===== src/rtl/mtm_alu_pkg.sv =====
// Shared types and constants for the two-channel mtm_Alu_core arbiter.
package mtm_alu_pkg;

  localparam int DATA_W = 32;
  localparam int CTL_W  = 8;

  localparam logic [CTL_W-1:0] TIMEOUT_CTL_DEF = 8'hC9;

  typedef enum logic [1:0] {
    IDLE  = 2'd0,
    ISSUE = 2'd1,
    WAIT  = 2'd2,
    RESP  = 2'd3
  } state_t;

endpackage


===== src/rtl/mtm_alu_core_arbiter_if.sv =====
// Request, core and response signals between requesters, arbiter and core.
interface mtm_alu_core_arbiter_if;
  import mtm_alu_pkg::*;

  logic              req0_valid;
  logic              req0_ready;
  logic [DATA_W-1:0] req0_A;
  logic [DATA_W-1:0] req0_B;
  logic [CTL_W-1:0]  req0_CTL;

  logic              req1_valid;
  logic              req1_ready;
  logic [DATA_W-1:0] req1_A;
  logic [DATA_W-1:0] req1_B;
  logic [CTL_W-1:0]  req1_CTL;

  logic              core_start;
  logic [DATA_W-1:0] core_A;
  logic [DATA_W-1:0] core_B;
  logic [CTL_W-1:0]  core_CTL;
  logic              core_done;
  logic [DATA_W-1:0] core_C;
  logic [CTL_W-1:0]  core_CTL_out;

  logic              rsp0_valid;
  logic              rsp0_ready;
  logic              rsp1_valid;
  logic              rsp1_ready;
  logic [DATA_W-1:0] rsp_C;
  logic [CTL_W-1:0]  rsp_CTL;

  modport slave (
    input  req0_valid, req0_A, req0_B, req0_CTL,
    output req0_ready,
    input  req1_valid, req1_A, req1_B, req1_CTL,
    output req1_ready,
    output core_start, core_A, core_B, core_CTL,
    input  core_done, core_C, core_CTL_out,
    output rsp0_valid, rsp1_valid, rsp_C, rsp_CTL,
    input  rsp0_ready, rsp1_ready
  );

  modport master (
    output req0_valid, req0_A, req0_B, req0_CTL,
    input  req0_ready,
    output req1_valid, req1_A, req1_B, req1_CTL,
    input  req1_ready,
    input  core_start, core_A, core_B, core_CTL,
    output core_done, core_C, core_CTL_out,
    input  rsp0_valid, rsp1_valid, rsp_C, rsp_CTL,
    output rsp0_ready, rsp1_ready
  );

endinterface


===== src/rtl/mtm_alu_rr_arb2.sv =====
// Two-input round-robin grant; ptr names the channel that wins a tie.
module mtm_alu_rr_arb2 (
  input  logic valid0,
  input  logic valid1,
  input  logic ptr,
  output logic grant0,
  output logic grant1
);

  assign grant0 = valid0 & (~valid1 | ~ptr);
  assign grant1 = valid1 & (~valid0 | ptr);

endmodule


===== src/rtl/mtm_alu_core_arbiter.sv =====
// Shares one mtm_Alu_core between two requesters, one operation at a time,
// with a bounded wait for the core and result routing back to the owner.
module mtm_alu_core_arbiter
  import mtm_alu_pkg::*;
#(
  parameter int               TIMEOUT     = 16,
  parameter logic [CTL_W-1:0] TIMEOUT_CTL = TIMEOUT_CTL_DEF
) (
  input logic                  clk,
  input logic                  rst,
  mtm_alu_core_arbiter_if.slave bus
);

  localparam logic [7:0] CNT_LAST = 8'(TIMEOUT - 1);

  state_t     state;
  logic       rr_ptr;
  logic       owner;
  logic [7:0] cnt;
  logic       grant0;
  logic       grant1;
  logic       rsp_ready;

  mtm_alu_rr_arb2 u_arb (
    .valid0 (bus.req0_valid),
    .valid1 (bus.req1_valid),
    .ptr    (rr_ptr),
    .grant0 (grant0),
    .grant1 (grant1)
  );

  // Ready is masked during reset so every output reads 0 while rst is high.
  assign bus.req0_ready = !rst && (state == IDLE) && grant0;
  assign bus.req1_ready = !rst && (state == IDLE) && grant1;

  assign rsp_ready = owner ? bus.rsp1_ready : bus.rsp0_ready;

  always_ff @(posedge clk or posedge rst) begin
    if (rst) begin
      state          <= IDLE;
      rr_ptr         <= 1'b0;
      owner          <= 1'b0;
      cnt            <= '0;
      bus.core_start <= 1'b0;
      bus.core_A     <= '0;
      bus.core_B     <= '0;
      bus.core_CTL   <= '0;
      bus.rsp0_valid <= 1'b0;
      bus.rsp1_valid <= 1'b0;
      bus.rsp_C      <= '0;
      bus.rsp_CTL    <= '0;
    end else begin
      bus.core_start <= 1'b0;
      unique case (state)
        IDLE: begin
          if (grant0 || grant1) begin
            bus.core_A     <= grant1 ? bus.req1_A : bus.req0_A;
            bus.core_B     <= grant1 ? bus.req1_B : bus.req0_B;
            bus.core_CTL   <= grant1 ? bus.req1_CTL : bus.req0_CTL;
            owner          <= grant1;
            rr_ptr         <= ~grant1;
            bus.core_start <= 1'b1;
            state          <= ISSUE;
          end
        end
        ISSUE: begin
          cnt   <= '0;
          state <= WAIT;
        end
        WAIT: begin
          // A done on the final timeout cycle still wins.
          if (bus.core_done) begin
            bus.rsp_C      <= bus.core_C;
            bus.rsp_CTL    <= bus.core_CTL_out;
            bus.rsp0_valid <= ~owner;
            bus.rsp1_valid <= owner;
            state          <= RESP;
          end else if (cnt == CNT_LAST) begin
            bus.rsp_C      <= '0;
            bus.rsp_CTL    <= TIMEOUT_CTL;
            bus.rsp0_valid <= ~owner;
            bus.rsp1_valid <= owner;
            state          <= RESP;
          end else begin
            cnt <= cnt + 8'd1;
          end
        end
        RESP: begin
          if (rsp_ready) begin
            bus.rsp0_valid <= 1'b0;
            bus.rsp1_valid <= 1'b0;
            state          <= IDLE;
          end
        end
        default: state <= IDLE;
      endcase
    end
  end

endmodule


===== src/flat_wrapper.sv =====
// flat-port wrapper written by rule: the top's interface ports become plain ports
module mtm_alu_core_arbiter_flat import mtm_alu_pkg::*;
#(
  parameter int               TIMEOUT     = 16,
  parameter logic [CTL_W-1:0] TIMEOUT_CTL = TIMEOUT_CTL_DEF
)
  (clk, rst, bus_req0_valid, bus_req0_A, bus_req0_B, bus_req0_CTL, bus_req0_ready, bus_req1_valid, bus_req1_A, bus_req1_B, bus_req1_CTL, bus_req1_ready, bus_core_start, bus_core_A, bus_core_B, bus_core_CTL, bus_core_done, bus_core_C, bus_core_CTL_out, bus_rsp0_valid, bus_rsp1_valid, bus_rsp_C, bus_rsp_CTL, bus_rsp0_ready, bus_rsp1_ready);
  mtm_alu_core_arbiter_if bus_i ();
  input logic clk;
  input logic rst;
  input wire logic [$bits(bus_i.req0_valid)-1:0] bus_req0_valid;
  input wire logic [$bits(bus_i.req0_A)-1:0] bus_req0_A;
  input wire logic [$bits(bus_i.req0_B)-1:0] bus_req0_B;
  input wire logic [$bits(bus_i.req0_CTL)-1:0] bus_req0_CTL;
  output wire logic [$bits(bus_i.req0_ready)-1:0] bus_req0_ready;
  input wire logic [$bits(bus_i.req1_valid)-1:0] bus_req1_valid;
  input wire logic [$bits(bus_i.req1_A)-1:0] bus_req1_A;
  input wire logic [$bits(bus_i.req1_B)-1:0] bus_req1_B;
  input wire logic [$bits(bus_i.req1_CTL)-1:0] bus_req1_CTL;
  output wire logic [$bits(bus_i.req1_ready)-1:0] bus_req1_ready;
  output wire logic [$bits(bus_i.core_start)-1:0] bus_core_start;
  output wire logic [$bits(bus_i.core_A)-1:0] bus_core_A;
  output wire logic [$bits(bus_i.core_B)-1:0] bus_core_B;
  output wire logic [$bits(bus_i.core_CTL)-1:0] bus_core_CTL;
  input wire logic [$bits(bus_i.core_done)-1:0] bus_core_done;
  input wire logic [$bits(bus_i.core_C)-1:0] bus_core_C;
  input wire logic [$bits(bus_i.core_CTL_out)-1:0] bus_core_CTL_out;
  output wire logic [$bits(bus_i.rsp0_valid)-1:0] bus_rsp0_valid;
  output wire logic [$bits(bus_i.rsp1_valid)-1:0] bus_rsp1_valid;
  output wire logic [$bits(bus_i.rsp_C)-1:0] bus_rsp_C;
  output wire logic [$bits(bus_i.rsp_CTL)-1:0] bus_rsp_CTL;
  input wire logic [$bits(bus_i.rsp0_ready)-1:0] bus_rsp0_ready;
  input wire logic [$bits(bus_i.rsp1_ready)-1:0] bus_rsp1_ready;
  assign bus_i.req0_valid = bus_req0_valid;
  assign bus_i.req0_A = bus_req0_A;
  assign bus_i.req0_B = bus_req0_B;
  assign bus_i.req0_CTL = bus_req0_CTL;
  assign bus_req0_ready = bus_i.req0_ready;
  assign bus_i.req1_valid = bus_req1_valid;
  assign bus_i.req1_A = bus_req1_A;
  assign bus_i.req1_B = bus_req1_B;
  assign bus_i.req1_CTL = bus_req1_CTL;
  assign bus_req1_ready = bus_i.req1_ready;
  assign bus_core_start = bus_i.core_start;
  assign bus_core_A = bus_i.core_A;
  assign bus_core_B = bus_i.core_B;
  assign bus_core_CTL = bus_i.core_CTL;
  assign bus_i.core_done = bus_core_done;
  assign bus_i.core_C = bus_core_C;
  assign bus_i.core_CTL_out = bus_core_CTL_out;
  assign bus_rsp0_valid = bus_i.rsp0_valid;
  assign bus_rsp1_valid = bus_i.rsp1_valid;
  assign bus_rsp_C = bus_i.rsp_C;
  assign bus_rsp_CTL = bus_i.rsp_CTL;
  assign bus_i.rsp0_ready = bus_rsp0_ready;
  assign bus_i.rsp1_ready = bus_rsp1_ready;
  mtm_alu_core_arbiter #(.TIMEOUT(TIMEOUT), .TIMEOUT_CTL(TIMEOUT_CTL)) u_core (.clk(clk), .rst(rst), .bus(bus_i));
endmodule

===== config.mk =====
export PLATFORM = sky130hd
export DESIGN_NAME = mtm_alu_core_arbiter_flat
export DESIGN_NICKNAME = d
export VERILOG_FILES = /design/src/rtl/mtm_alu_pkg.sv /design/src/rtl/mtm_alu_core_arbiter_if.sv /design/src/rtl/mtm_alu_rr_arb2.sv /design/src/rtl/mtm_alu_core_arbiter.sv /design/src/flat_wrapper.sv
export SDC_FILE = /design/constraint.sdc
export NUM_CORES = 1
export LEC_CHECK = 0
export BUFFER_PORTS_ARGS = -buffer_cell sky130_fd_sc_hd__buf_4
export CELL_PAD_IN_SITES_DETAIL_PLACEMENT = 1
export CELL_PAD_IN_SITES_GLOBAL_PLACEMENT = 2
export CORE_ASPECT_RATIO = 1.75
export CORE_MARGIN = 5
export CORE_UTILIZATION = 27
export DETAILED_ROUTE_END_ITERATION = 6
export GPL_TIMING_DRIVEN = 0
export PLACE_DENSITY_LB_ADDON = 0.1
export SLEW_MARGIN = 20
export SYNTH_ARGS = -nofsm -noshare
export SYNTH_HDL_FRONTEND = slang
export SYNTH_SLANG_ARGS = --single-unit

===== constraint.sdc =====
create_clock -name clk -period 9.75 [get_ports clk]
set_input_delay 0.975 -clock clk [delete_from_list [all_inputs] [get_ports clk]]
set_output_delay 0.975 -clock clk [all_outputs]
set_load 0.02 [all_outputs]

* Word-level counts from Yosys, hierarchy flattened
Cells that the tools add are included. W data, S select, Z words.
Word-level totals: register bits 127, input port bits 191, logic and storage cells 70
Operators by class: add/subtract/negate cells 1, eq/ne operators 9, multiplexer cells 25, bitwise gates (word level) 9, reduce and logical (&&, ||, !) cells 14
Operators by type and width (count):
- $mux W32 | 4
- $mux W8 | 5
- $pmux W8 S2 | 1
- $reduce_and A3 Y1 | 3
- $add A8 B1 Y8 const B | 1
- $eq A8 B4 Y1 const B | 1
- $mux W1 | 8
- $mux W2 | 4
- $pmux W2 S4 | 1
- $ne A2 B2 Y1 const B | 3
- $reduce_bool A2 Y1 | 3
- $not A1 Y1 | 5
- $eq A2 B2 Y1 const B | 2
- $pmux W1 S2 | 2
- $reduce_and A2 Y1 | 2
- $logic_and A1 B1 Y1 | 3
- $ne A3 B2 Y1 const B | 1
- $and A1 B1 Y1 | 2
- $eq A2 B1 Y1 const B | 1
- $logic_not A2 Y1 | 1
- $ne A2 B1 Y1 const B | 1
- $or A1 B1 Y1 | 2
- $logic_not A1 Y1 | 1
- $logic_or A1 B1 Y1 | 1

* Logic depth before layout (Yosys ltp)
Gate-level depths: netlist of the first run.
word-level depth 6, mapped depth 8, mapped depth without buffers 6

* Modules after synthesis
From an unflattened synthesis of the first run, not the netlist that was laid out.
Second synthesis, totals: cell total of the unflattened synthesis 497, area, all modules 5534.1 sq um
By module, submodules not included:
- mtm_alu_core_arbiter | times used 1, cells each 494, area an instance 5515.3 sq um
- mtm_alu_rr_arb2 | times used 1, cells each 3, area an instance 18.8 sq um

* Worst setup path after synthesis of the first run
No wires, ideal clock.
path kind input to output, start point input port rst, end point output port bus_req1_ready, arrival 4.099 ns, required time 8.775 ns, setup slack 4.676 ns, stages 2, buffers on the path 0, path through inv_1 and2_1
On the way: longest elaborated chain between the ends 3
Ends and longest elaborated chain:
- from (decl) | line flat_wrapper.sv:10 | input logic rst;
- $logic_not A1 Y1 | line mtm_alu_core_arbiter.sv:34 | assign bus.req1_ready = !rst && (state == IDLE) && grant1;
- $logic_and A1 B1 Y1 (2 in a row) | line mtm_alu_core_arbiter.sv:34
- to (decl) | line flat_wrapper.sv:20 | output wire logic [$bits(bus_i.req1_ready)-1:0] bus_req1_ready;
Every way passes these cells.

* Worst setup path in the final report of the first run
start point register u_core.state[0], end point output port bus_req1_ready
On the way: longest elaborated chain between the ends 3
Ends and longest elaborated chain:
- from (decl) | line mtm_alu_core_arbiter.sv:16 | state_t state;
- from (signal assigned) | line mtm_alu_core_arbiter.sv:40 | state <= IDLE;
- from (signal assigned) | line mtm_alu_core_arbiter.sv:63 | state <= ISSUE;
- from (signal assigned) | line mtm_alu_core_arbiter.sv:68 | state <= WAIT;
- $logic_not A2 Y1 | line mtm_alu_core_arbiter.sv:34
- $logic_and A1 B1 Y1 (2 in a row) | line mtm_alu_core_arbiter.sv:34
Every way passes these cells.

==> results of run 1 <==
[layout make-up]
type,count,area (um2)
fill,2213,10800
sequential,127,3180
timing repair buffer,308,2330
multi-input combinational,330,1940
clock buffer,22,454
tap,241,302
buffer,32,151
clock inverter,10,138
inverter,7,33.8
[kinds of logic (layout without fill, tap and decap cells)]
| logic type | Yosys count | count (layout) |
|---|---|---|
| fa+ha+maj | 6 | 6 |
| simple gates | 186 | 186 |
| compound gates | 136 | 136 |
| buf+inv | 39 | 379 |
| mux | 2 | 2 |
| flops | 127 | 127 |
[cells in the final DEF, fill, tap and decap left out, types with 2 or more instances in the layout]
master | netlist | routed
a211o_1 | 3 | 3
a21o_1 | 2 | 2
a21oi_1 | 2 | 2
a22o_1 | 36 | 36
a22oi_1 | 74 | 74
and2_1 | 2 | 2
and3_1 | 4 | 4
buf_1 | 5 | 5
buf_4 | 0 | 307
buf_6 | 4 | 4
bufinv_16 | 0 | 3
clkbuf_1 | 22 | 26
clkbuf_16 | 0 | 17
clkinv_2 | 0 | 3
clkinv_4 | 0 | 2
clkinvlp_4 | 0 | 2
dfrtp_1 | 127 | 127
ha_1 | 6 | 6
inv_1 | 7 | 6
nand2_1 | 158 | 158
nand3_1 | 7 | 7
nor2_1 | 3 | 3
nor2b_1 | 2 | 2
nor3_1 | 4 | 4
o21a_1 | 2 | 2
o21ai_0 | 2 | 2
o22a_1 | 4 | 4
or2_2 | 2 | 2
[final timing paths]
check                                            from               endpoint  slack [ns]
worst max register to register        u_core.state[0]   u_core.bus.core_A[2]        7.30
min in group asynchronous                         rst   u_core.bus.rsp_C[19]        0.61
worst min register to register  u_core.bus.core_A[25]  u_core.bus.core_A[25]        0.47
max in group asynchronous                         rst  u_core.bus.core_A[23]        8.45
worst max-delay path                  u_core.state[0]         bus_req1_ready        5.89
worst min-delay path            u_core.bus.core_A[25]  u_core.bus.core_A[25]        0.47
[flip-flops by register name, indices dropped and copies added (netlist names), 2 cells and up]
register / flops
u_core.bus.core_A: 32
u_core.cnt: 8
u_core.bus.rsp_C: 32
u_core.state: 2
u_core.bus.core_B: 32
u_core.bus.rsp_CTL: 8
u_core.bus.core_CTL: 8
[critical path: cells and delay by family (launching register included)]
kind,cells,cell delay [ns]
fa+ha+maj,1,0.26
compound gates,1,0.23
flops,1,0.40
simple gates,2,0.30
buf+inv,4,1.28
[routing by layer]
metal,track usage,vias to the layer above,wire length (um)
met1,0.184,2483,7000
li1,-,2411,-
met4,0.0529,0,308
met5,0,-,0
met2,0.344,221,11500
met3,0.0663,23,1940
[power breakdown]
group	internal, W	switching (W)
Combinational	0.000546	0.000754
Sequential	0.000770	0.000139
Clock	0.000408	0.000239
Total	0.00172	0.00113
[metrics by stage]
step	hold WS (ns)	util	total power, W
floorplan	0.485	-	0.00161
CTS	0.479	0.442	0.00291
finish	0.474	0.442	0.00286
global placement	0.461	0.410	0.00221
detailed placement	0.464	0.412	0.00225
global route	0.501	0.442	0.00305
==> results by group, run 1 <==
Run status
  • Status: finished clean

Floorplan
  • Die extent in x: 116 um
  • IO Pins: about 300
  • Starting Density: 0.275
  • Die footprint: approximately 23,000 um2
  • Die Ht: roughly 200 um
  • Cell Rows: 67
  • Core area: 19,300 um2

Global routing
  • Global-route wire length before repair: 31,900 um
  • Grt ovf: 0
  • Largest net degree at the start of global routing: between 70 and 80
  • Number of global-route vias before repair: ~5,900
  • Antenna violations before repair: 0
  • Overall Global Routing Usage: 0.183

Detailed routing
  • Starting DRT DRC Count: 239
  • Drc violations: 0
  • Wire per inst: a little under 20 um
  • Vias: between 5,000 and 6,000
  • Vias per inst: approximately 4.8
  • DRT antenna net count: 0
  • Final wirelength: 20,700 um
  • Drt pass-1 iters: 4

Pwr
  • Max VDD drop: around 0.13 mV
  • Static leakage: roughly 4.5 nW
  • Power Dens Cells: about 330 nW/um2

Worst setup path
  • CP endpoint kind: output port
  • Setup CP Type: flop to output port
  • CP max stage cell: buf_1
  • CP required: between 8 and 9 ns
  • Cells on worst reg2reg path: 8
  • Crit start category: flop
  • Max FO, Critical Path: 10
  • Max incr delay on CP: 0.53 ns
  • Crit-path cells: inv_1, ha_1, nand2_1, a21oi_1, clkbuf_1, buf_1, and2_1, buf_4
  • Crit path DAT: 2.88 ns

Logic synthesis
  • XOR/XNOR share of the synthesized area: 0
  • Asr flop ratio synth: 1.00
  • Top-area cell type share of the netlist area: 0.600
  • Register area share after synthesis: 0.600
  • Synth warn: 0
  • Synth Area in Compound Gates: 0.206
  • Synth Flop Type: dfrtp_1
  • EDFF count, synth: 0
  • Cell taking the most area after synthesis: dfrtp_1
  • Adder-Cell Fraction of Synth Area: 0.0142
  • Largest family of logic cells by synthesized area: compound AO/OA/AOI/OAI gates
  • Register bit total from synthesis: 127
  • Mapped Cells: 496
  • Synth Area in Simple Gates: 0.142
  • Commonest cells post-synth: nand2_1, dfrtp_1, a22oi_1
  • Top cells by area, synth: dfrtp_1, nand2_1, a22oi_1, a22o_1, clkbuf_1
  • Avg Inst Size Synth: 10.7 um2
  • Post-synth net total: ~700
  • Most frequent cell after synthesis: nand2_1
  • Syn Std Cell Area: roughly 5300 um2
  • Synth unique cells: 40
  • Mux cell area share after synthesis: 0.00402

Placed design
  • GP Congestion: roughly 0.76
  • Placed cells: about 1,000
  • Pre-CTS setup slack: between 5 and 6 ns
  • HPWL after detailed placement: about 16,000 um
  • Port bufs: between 300 and 400
  • Cell area after placement: approximately 7900 um2

STA
  • Achievable Freq: roughly 0.26 GHz
  • Setup violations, final: 0
  • Setup TNS: 0 ns
  • RSZ-0062 raised after global routing: no
  • Max-slew headroom: 0.463
  • PnR worst setup slack: between 5 and 6 ns
  • Post-route clock period utilization: 0.396
  • Final hold vios: 0
  • Slew Limit Fails: 0
  • Minimum clock period: 3.86 ns
  • Final setup skew: 0.00835 ns
  • Slew @ Worst Pin: 0.800 ns

Clock tree
  • H-tree levels: 4
  • CTS buffer count: 17
  • CTS Sinks: approximately 130
  • Clock buffer depth: 2
  • Post-CTS sizing: 0
  • Post-CTS Hold Fix Bufs: 0
  • Clock root buffer: clkbuf_16
  • Clock Latency Late Sink: 0.42 ns
  • CTS clk-pin slew, worst paths: approximately 0.060 ns
  • # Post-CTS Setup Buffers: 0
  • CTS tree: yes

Cells and area
  • Final net count: a little over 1,000
  • Final instance area: 8530 um2
  • Layout cells sized above 1: 0.421
  • Post-route insts no fill: 1,077
  • Syn-to-layout area delta: 61.0%
  • Diode count: 0

Job
  • Maximum Capacitance Violations: 0

Hold path
  • Worst Hold Class: flop to flop
  • Min-Delay Path Depth: 2
Power figures use the tool's default switching activity.
==> run 2, diff against run 1 <==
--- a/config.mk
+++ b/config.mk
@@ -5,12 +5,13 @@
 export SDC_FILE = /design/constraint.sdc
 export NUM_CORES = 1
 export LEC_CHECK = 0
+export ABC_AREA = 1
 export BUFFER_PORTS_ARGS = -buffer_cell sky130_fd_sc_hd__buf_4
 export CELL_PAD_IN_SITES_DETAIL_PLACEMENT = 1
 export CELL_PAD_IN_SITES_GLOBAL_PLACEMENT = 2
 export CORE_ASPECT_RATIO = 1.75
 export CORE_MARGIN = 5
-export CORE_UTILIZATION = 27
+export CORE_UTILIZATION = 24
 export DETAILED_ROUTE_END_ITERATION = 6
 export GPL_TIMING_DRIVEN = 0
 export PLACE_DENSITY_LB_ADDON = 0.1
==> constraint.sdc (replaced) <==
create_clock -name clk -period 3.9 [get_ports clk]
set_input_delay 0.39 -clock clk [delete_from_list [all_inputs] [get_ports clk]]
set_output_delay 0.39 -clock clk [all_outputs]
set_load 0.02 [all_outputs]
==> results by group, run 2 <==
Clock tree
  • H-tree levels: 4
  • Clock buffer depth: 2
  • CTS buffer count: 17
  • CTS tree: yes
  • CTS Sinks: ~130
  • Post-CTS Hold Fix Bufs: 1
  • Clock Latency Late Sink: 0.43 ns
  • Clock root buffer: clkbuf_16
  • # Post-CTS Setup Buffers: 0
  • CTS clk-pin slew, worst paths: about 0.060 ns
  • Post-CTS sizing: 0

STA
  • Setup TNS: 0 ns
  • Post-route clock period utilization: 0.608
  • RSZ-0062 raised after global routing: no
  • Worst hold slack: 0.176 ns
  • Minimum clock period: roughly 2.4 ns
  • Achievable Freq: roughly 0.42 GHz
  • Final setup skew: 0.00799 ns
  • Slew @ Worst Pin: between 0.5 and 0.6 ns
  • Final hold vios: 0
  • Slew Limit Fails: 0
  • Setup violations, final: 0
  • Max-slew headroom: 0.656
  • PnR worst setup slack: between 1.5 and 2 ns

Detailed routing
  • Drt pass-1 iters: 4
  • Vias per inst: approximately 4.3
  • Starting DRT DRC Count: about 200
  • Final wirelength: ~23,000 um
  • DRT antenna net count: 0
  • Drc violations: 0
  • Vias: 5,665
  • Wire per inst: roughly 17 um

Global routing
  • Overall Global Routing Usage: 0.171
  • Number of global-route vias before repair: roughly 6,100
  • Largest net degree at the start of global routing: 83
  • Grt ovf: 0
  • Global-route wire length before repair: approximately 35,000 um
  • Antenna violations before repair: 0

Logic synthesis
  • Synth warn: 0
  • Cell taking the most area after synthesis: dfrtp_1
  • Post-synth net total: a little under 900
  • Register area share after synthesis: 0.560
  • Synth Area in Simple Gates: 0.356
  • Mapped Cells: 683
  • Most frequent cell after synthesis: nand2_1
  • Largest family of logic cells by synthesized area: simple AND/OR/NAND/NOR gates
  • EDFF count, synth: 0
  • Mux cell area share after synthesis: 0
  • Adder-Cell Fraction of Synth Area: 0.0132
  • Top-area cell type share of the netlist area: 0.560
  • XOR/XNOR share of the synthesized area: 0
  • Synth unique cells: 25
  • Synth Area in Compound Gates: 0.0139
  • Commonest cells post-synth: nand2_1, dfrtp_1, nand3_1
  • Avg Inst Size Synth: 8.32 um2
  • Syn Std Cell Area: 5680 um2
  • Asr flop ratio synth: 1.00
  • Synth Flop Type: dfrtp_1
  • Register bit total from synthesis: between 100 and 150
  • Top cells by area, synth: dfrtp_1, nand2_1, nand3_1, buf_6, buf_2

Hold path
  • Worst Hold Class: input port to flop
  • Min-Delay Path Depth: 3
  • Launch point of the worst hold path: bus_req1_B[28]
  • Worst Hold Path EP: u_core.bus.core_B[28]

Worst setup path
  • Max FO, Critical Path: 10
  • Kind of cell adding the most delay to the critical path: buffers and inverters
  • Crit-path cells: inv_1, ha_1, inv_1, nor2_4, buf_6, inv_1, nor2_1, buf_4
  • CP required: 3.51 ns
  • Max incr delay on CP: between 0.4 and 0.5 ns
  • CP max stage cell: dfrtp_1
  • CP endpoint kind: output port
  • Reg2reg end: u_core.bus.core_A[20]
  • Cells on worst reg2reg path: 8
  • Setup CP Type: flop to output port
  • Crit path DAT: between 1.5 and 2 ns
  • WP buf/inv: 5
  • Launch point of the worst reg-to-reg path: u_core.state[0]
  • Crit start category: flop
  • R2R Setup Slk: roughly 2.2 ns
  • Critical path's most frequent cell: inv_1

Cells and area
  • Layout cells sized above 1: 0.381
  • Syn-to-layout area delta: 60.2%
  • Most frequent cells in the layout: nand2_1, buf_4, dfrtp_1, nand3_1, nor2_1
  • Final net count: around 1,200
  • Largest regs: u_core.bus.core_A x32, u_core.bus.core_B x32, u_core.bus.rsp_C x32
  • Diode count: 0
  • Commonest non-fill, non-tap cell in the layout: nand2_1
  • Post-route insts no fill: roughly 1,300

Floorplan
  • Cell Rows: 74
  • Starting Density: 0.243
  • Die footprint: between 20,000 and 30,000 um2
  • Die Ht: around 210 um
  • Core area: 23,300 um2
  • Die extent in x: about 130 um
  • IO Pins: 308

Placed design
  • Pre-CTS setup slack: about 1.9 ns
  • GP Congestion: 0.742
  • Port bufs: 307
  • HPWL after detailed placement: between 15,000 and 20,000 um
  • Placed cells: around 1,300

Pwr
  • Static leakage: between 4 and 5 nW
  • Power Dens Cells: 837 nW/um2
  • Overall power after layout: ~0.0076 W
  • Max VDD drop: ~0.3 mV

Run status
  • Status: finished clean

Job
  • Maximum Capacitance Violations: 0
## run 2: changes by cell type after synthesis, moves of 5 or more
| cell | before | now |
|---|---|---|
| nand2_1 | 158 | 332 |
| nand3_1 | 7 | 120 |
| a22oi_1 | 74 | 0 |
| a22o_1 | 36 | 0 |
| buf_2 | 1 | 19 |
| clkbuf_1 | 22 | 4 |
| nor2_1 | 3 | 20 |
| inv_1 | 7 | 17 |
| buf_6 | 4 | 12 |
| buf_1 | 5 | 0 |
## run 2: cell type report
type	count	area, um2
buffer	36	253
clock buffer	22	484
clock inverter	10	205
fill	2880	14200
inverter	20	82.6
multi-input combinational	500	2170
sequential	127	3180
tap	304	380
timing repair buffer	309	2340
## run 2: where the power goes
group / total, W / leakage, nW / internal (W) / switching, W
Clock: 0.00187 / 0.332 / 0.00126 / 0.000608
Sequential: 0.00227 / 1.58 / 0.00193 / 0.000340
Combinational: 0.00348 / 3.00 / 0.00140 / 0.00207
Total: 0.00762 / 4.91 / 0.00460 / 0.00302
## run 2: kinds of logic after synthesis
| group | count (synthesis) |
|---|---|
| AOI/OAI and AO/OA | 10 |
| DFF | 127 |
| adders and majority gates | 6 |
| buffers and inverters | 56 |
| and+or+nand+nor | 484 |
## run 2: how the worst max path moves through the flow
stage	startpoint	cells after the start	slack, ns	endpoint
global route	u_core.state[0]	8	1.34	bus_req1_ready
CTS	u_core.state[0]	8	1.45	bus_req1_ready
global placement	rst	2	-2.17	u_core.bus.rsp_C[19]
finish	u_core.state[0]	8	1.53	bus_req1_ready
floorplan	rst	1	0.13	u_core.bus.core_A[0]
detailed placement	u_core.state[0]	8	1.94	bus_req1_ready
## run 2: per-stage QoR
stage          utilization  cell area (um2)
3_3_place_gp         0.358             8360
5_1_grt              0.390             9100
4_1_cts              0.390             9100
2_1_floorplan            -             5680
6_report             0.390             9100
3_5_place_dp         0.360             8400
## run 2: tightest hold or removal path: cells and delay by family
kind	cells	cell delay [ns]
buffers and inverters	1	0.07
and+or+nand+nor	2	0.10
## run 2: routing by layer
| layer | track usage | wire length (um) |
|---|---|---|
| met1 | 0.169 | 7940 |
| met2 | 0.325 | 12700 |
| met3 | 0.0700 | 2060 |
| met4 | 0.0511 | 280 |
| met5 | 0 | 0 |
==> run 3, diff against run 2 <==
--- a/config.mk
+++ b/config.mk
@@ -5,13 +5,13 @@
 export SDC_FILE = /design/constraint.sdc
 export NUM_CORES = 1
 export LEC_CHECK = 0
-export ABC_AREA = 1
+export ABC_AREA = 0
 export BUFFER_PORTS_ARGS = -buffer_cell sky130_fd_sc_hd__buf_4
 export CELL_PAD_IN_SITES_DETAIL_PLACEMENT = 1
 export CELL_PAD_IN_SITES_GLOBAL_PLACEMENT = 2
 export CORE_ASPECT_RATIO = 1.75
 export CORE_MARGIN = 5
-export CORE_UTILIZATION = 24
+export CORE_UTILIZATION = 22
 export DETAILED_ROUTE_END_ITERATION = 6
 export GPL_TIMING_DRIVEN = 0
 export PLACE_DENSITY_LB_ADDON = 0.1
==> constraint.sdc (replaced) <==
create_clock -name clk -period 2 [get_ports clk]
set_input_delay 0.2 -clock clk [delete_from_list [all_inputs] [get_ports clk]]
set_output_delay 0.2 -clock clk [all_outputs]
set_load 0.02 [all_outputs]
==> results by group, run 3 (synthesis gave the netlist of run 1 again) <==
Clock tree
  • Clock root buffer: clkbuf_16
  • Clock buffer depth: 2
  • CTS clk-pin slew, worst paths: 0.05 ns
  • CTS tree: yes
  • CTS Sinks: 127
  • Clock Latency Late Sink: around 0.42 ns
  • CTS buffer count: 17
  • H-tree levels: 4

Pwr
  • Sequential share of power: 0.312
  • Part of the power in combinational logic: 0.479
  • Power Dens Cells: 1420 nW/um2
  • P_sw: around 0.0057 W
  • Max VDD drop: between 0.5 and 0.6 mV
  • Static leakage: ~5 nW
  • Clock power frac: 0.210
  • Sw frac: 0.399
  • Pint: around 0.0086 W

Cells and area
  • Post-route insts no fill: 1,280
  • Commonest non-fill, non-tap cell in the layout: buf_4
  • Largest regs: u_core.bus.core_A x32, u_core.bus.core_B x32, u_core.bus.rsp_C x32
  • Most frequent cells in the layout: buf_4, nand2_1, dlygate4sd3_1, dfrtp_1, a22oi_1
  • Diode count: 0
  • Layout cells sized above 1: 0.398
  • Syn-to-layout area delta: 89.8%
  • Final net count: about 1,200

Floorplan
  • Die footprint: 27,400 um2
  • Die Ht: approximately 220 um
  • Starting Density: 0.222
  • IO Pins: between 300 and 400
  • Core area: 23,800 um2
  • Cell Rows: 75
  • Die extent in x: roughly 130 um

Worst setup path
  • CP required: around 1.8 ns
  • Reg2reg end: u_core.bus.rsp_C[14]
  • Setup CP Type: flop to output port
  • Crit-path cells: inv_2, ha_4, nand2_2, a21oi_2, clkbuf_8, buf_8, and2_4, buf_6
  • Kind of cell adding the most delay to the critical path: buffers and inverters
  • Launch point of the worst reg-to-reg path: u_core.state[0]
  • WP buf/inv: 4
  • R2R Setup Slk: 0.13 ns
  • Crit start category: flop
  • Cells on worst reg2reg path: 7
  • Max incr delay on CP: around 0.42 ns
  • Worst setup startpoint: u_core.state[1]
  • CP max stage cell: dfrtp_1
  • Max FO, Critical Path: 5
  • Crit path DAT: between 1.5 and 2 ns
  • CP endpoint kind: output port

Hold path
  • Launch point of the worst hold path: bus_req0_B[27]
  • Min-Delay Path Depth: 3
  • Worst Hold Path EP: u_core.bus.core_B[27]
  • Worst Hold Class: input port to flop

Detailed routing
  • Drt pass-1 iters: 4
  • DRT antenna net count: 0
  • Final wirelength: between 20,000 and 25,000 um
  • Vias per inst: 4.42
  • Wire per inst: 18.3 um
  • Vias: 5,653
  • Starting DRT DRC Count: approximately 190
  • Drc violations: 0

STA
  • Setup violations, final: 0
  • Minimum clock period: about 2 ns
  • Achievable Freq: between 0.5 and 0.6 GHz
  • Max-slew headroom: 0.642
  • Final hold vios: 0
  • RSZ-0062 raised after global routing: yes
  • Setup TNS: 0 ns
  • Post-route clock period utilization: 0.989
  • Slew @ Worst Pin: ~0.54 ns
  • Worst hold slack: about 0.015 ns
  • Slew Limit Fails: 0
  • Final setup skew: 0.00915 ns

Global routing
  • Grt ovf: 0
  • Global-route wire length before repair: around 36,000 um
  • Number of global-route vias before repair: around 6,500
  • Overall Global Routing Usage: 0.169
  • Antenna violations before repair: 0
  • Largest net degree at the start of global routing: 33

Placed design
  • GP Congestion: ~0.76
  • Port bufs: approximately 310
  • HPWL after detailed placement: 17,600 um
  • Placed cells: between 1,000 and 1,500

Run status
  • Status: finished clean

Job
  • Maximum Capacitance Violations: 0
[run 3: cell types whose count changed in the layout (fill, tap and decap cells not counted), sizes merged, moves of 4 or more]
| cell | previous run | this run |
|---|---|---|
| a22o | 0 | 36 |
| a22oi | 0 | 74 |
| and3 | 0 | 4 |
| buf | 340 | 327 |
| bufinv | 6 | 2 |
| clkbuf | 26 | 44 |
| dlygate4sd3 | 1 | 127 |
| inv | 20 | 6 |
| nand2 | 334 | 158 |
| nand3 | 121 | 7 |
| nor2 | 23 | 4 |
| o22a | 0 | 4 |
[run 3: power groups by stage]
stage               clock network, W  logic [W]  registers [W]
floorplan                          0    0.00215        0.00571
global placement                   0    0.00642        0.00443
detailed placement                 0    0.00655        0.00449
CTS                          0.00312    0.00695        0.00447
global route                 0.00321    0.00743        0.00460
finish                       0.00300    0.00685        0.00446
[run 3: worst min-delay path, delay by kind of cell]
family	cells	cell delay, ns
and+or+nand+nor	1	0.06
buffers and inverters	1	0.08
AOI/OAI and AO/OA	1	0.06
[run 3: area by class of cell]
type,count,area [um2]
Timing Repair Buffer,448,3730
Inverter,7,30.0
Tap cell,308,385
Buffer,29,173
Multi-Input combinational cell,330,1990
Clock buffer,21,450
Sequential cell,127,3180
Fill cell,2660,13800
Clock inverter,10,115
[run 3: worst max-delay path by stage]
| stage | end | slack, ns | cells past startpoint |
|---|---|---|---|
| after detailed placement | bus_req1_ready | -0.77 | 8 |
| after floorplan | bus_req1_ready | -0.73 | 2 |
| after global placement | bus_req1_ready | -1.96 | 4 |
| after global routing | bus_req1_ready | -0.07 | 8 |
| after CTS | bus_req1_ready | -0.01 | 8 |
| final | bus_req1_ready | 0.02 | 8 |
[run 3: metal layers]
layer,vias up,wire length [um],track usage
met1,2710,8150,0.168
met2,225,13000,0.321
met4,0,612,0.0644
li1,2687,-,-
met3,31,1590,0.0517
met5,-,0,0
[run 3: repair_timing]
item	in CTS	in global routing
hold buffers	127	0
pin swaps	1	0
setup buffers	8	2
endpoints found under the hold margin	98	0
gates resized for setup	23	8
setup endpoints to repair	106	79
[run 3: stage by stage]
step | instance area [um2] | power, W | worst slack (ns) | util
2_1_floorplan | 5300 | 0.00786 | -0.730 | -
3_3_place_gp | 7990 | 0.0109 | -1.96 | 0.335
3_5_place_dp | 8070 | 0.0110 | -0.773 | 0.339
4_1_cts | 10000 | 0.0145 | -0.0113 | 0.421
5_1_grt | 10100 | 0.0152 | -0.0658 | 0.422
6_report | 10100 | 0.0143 | 0.0212 | 0.422
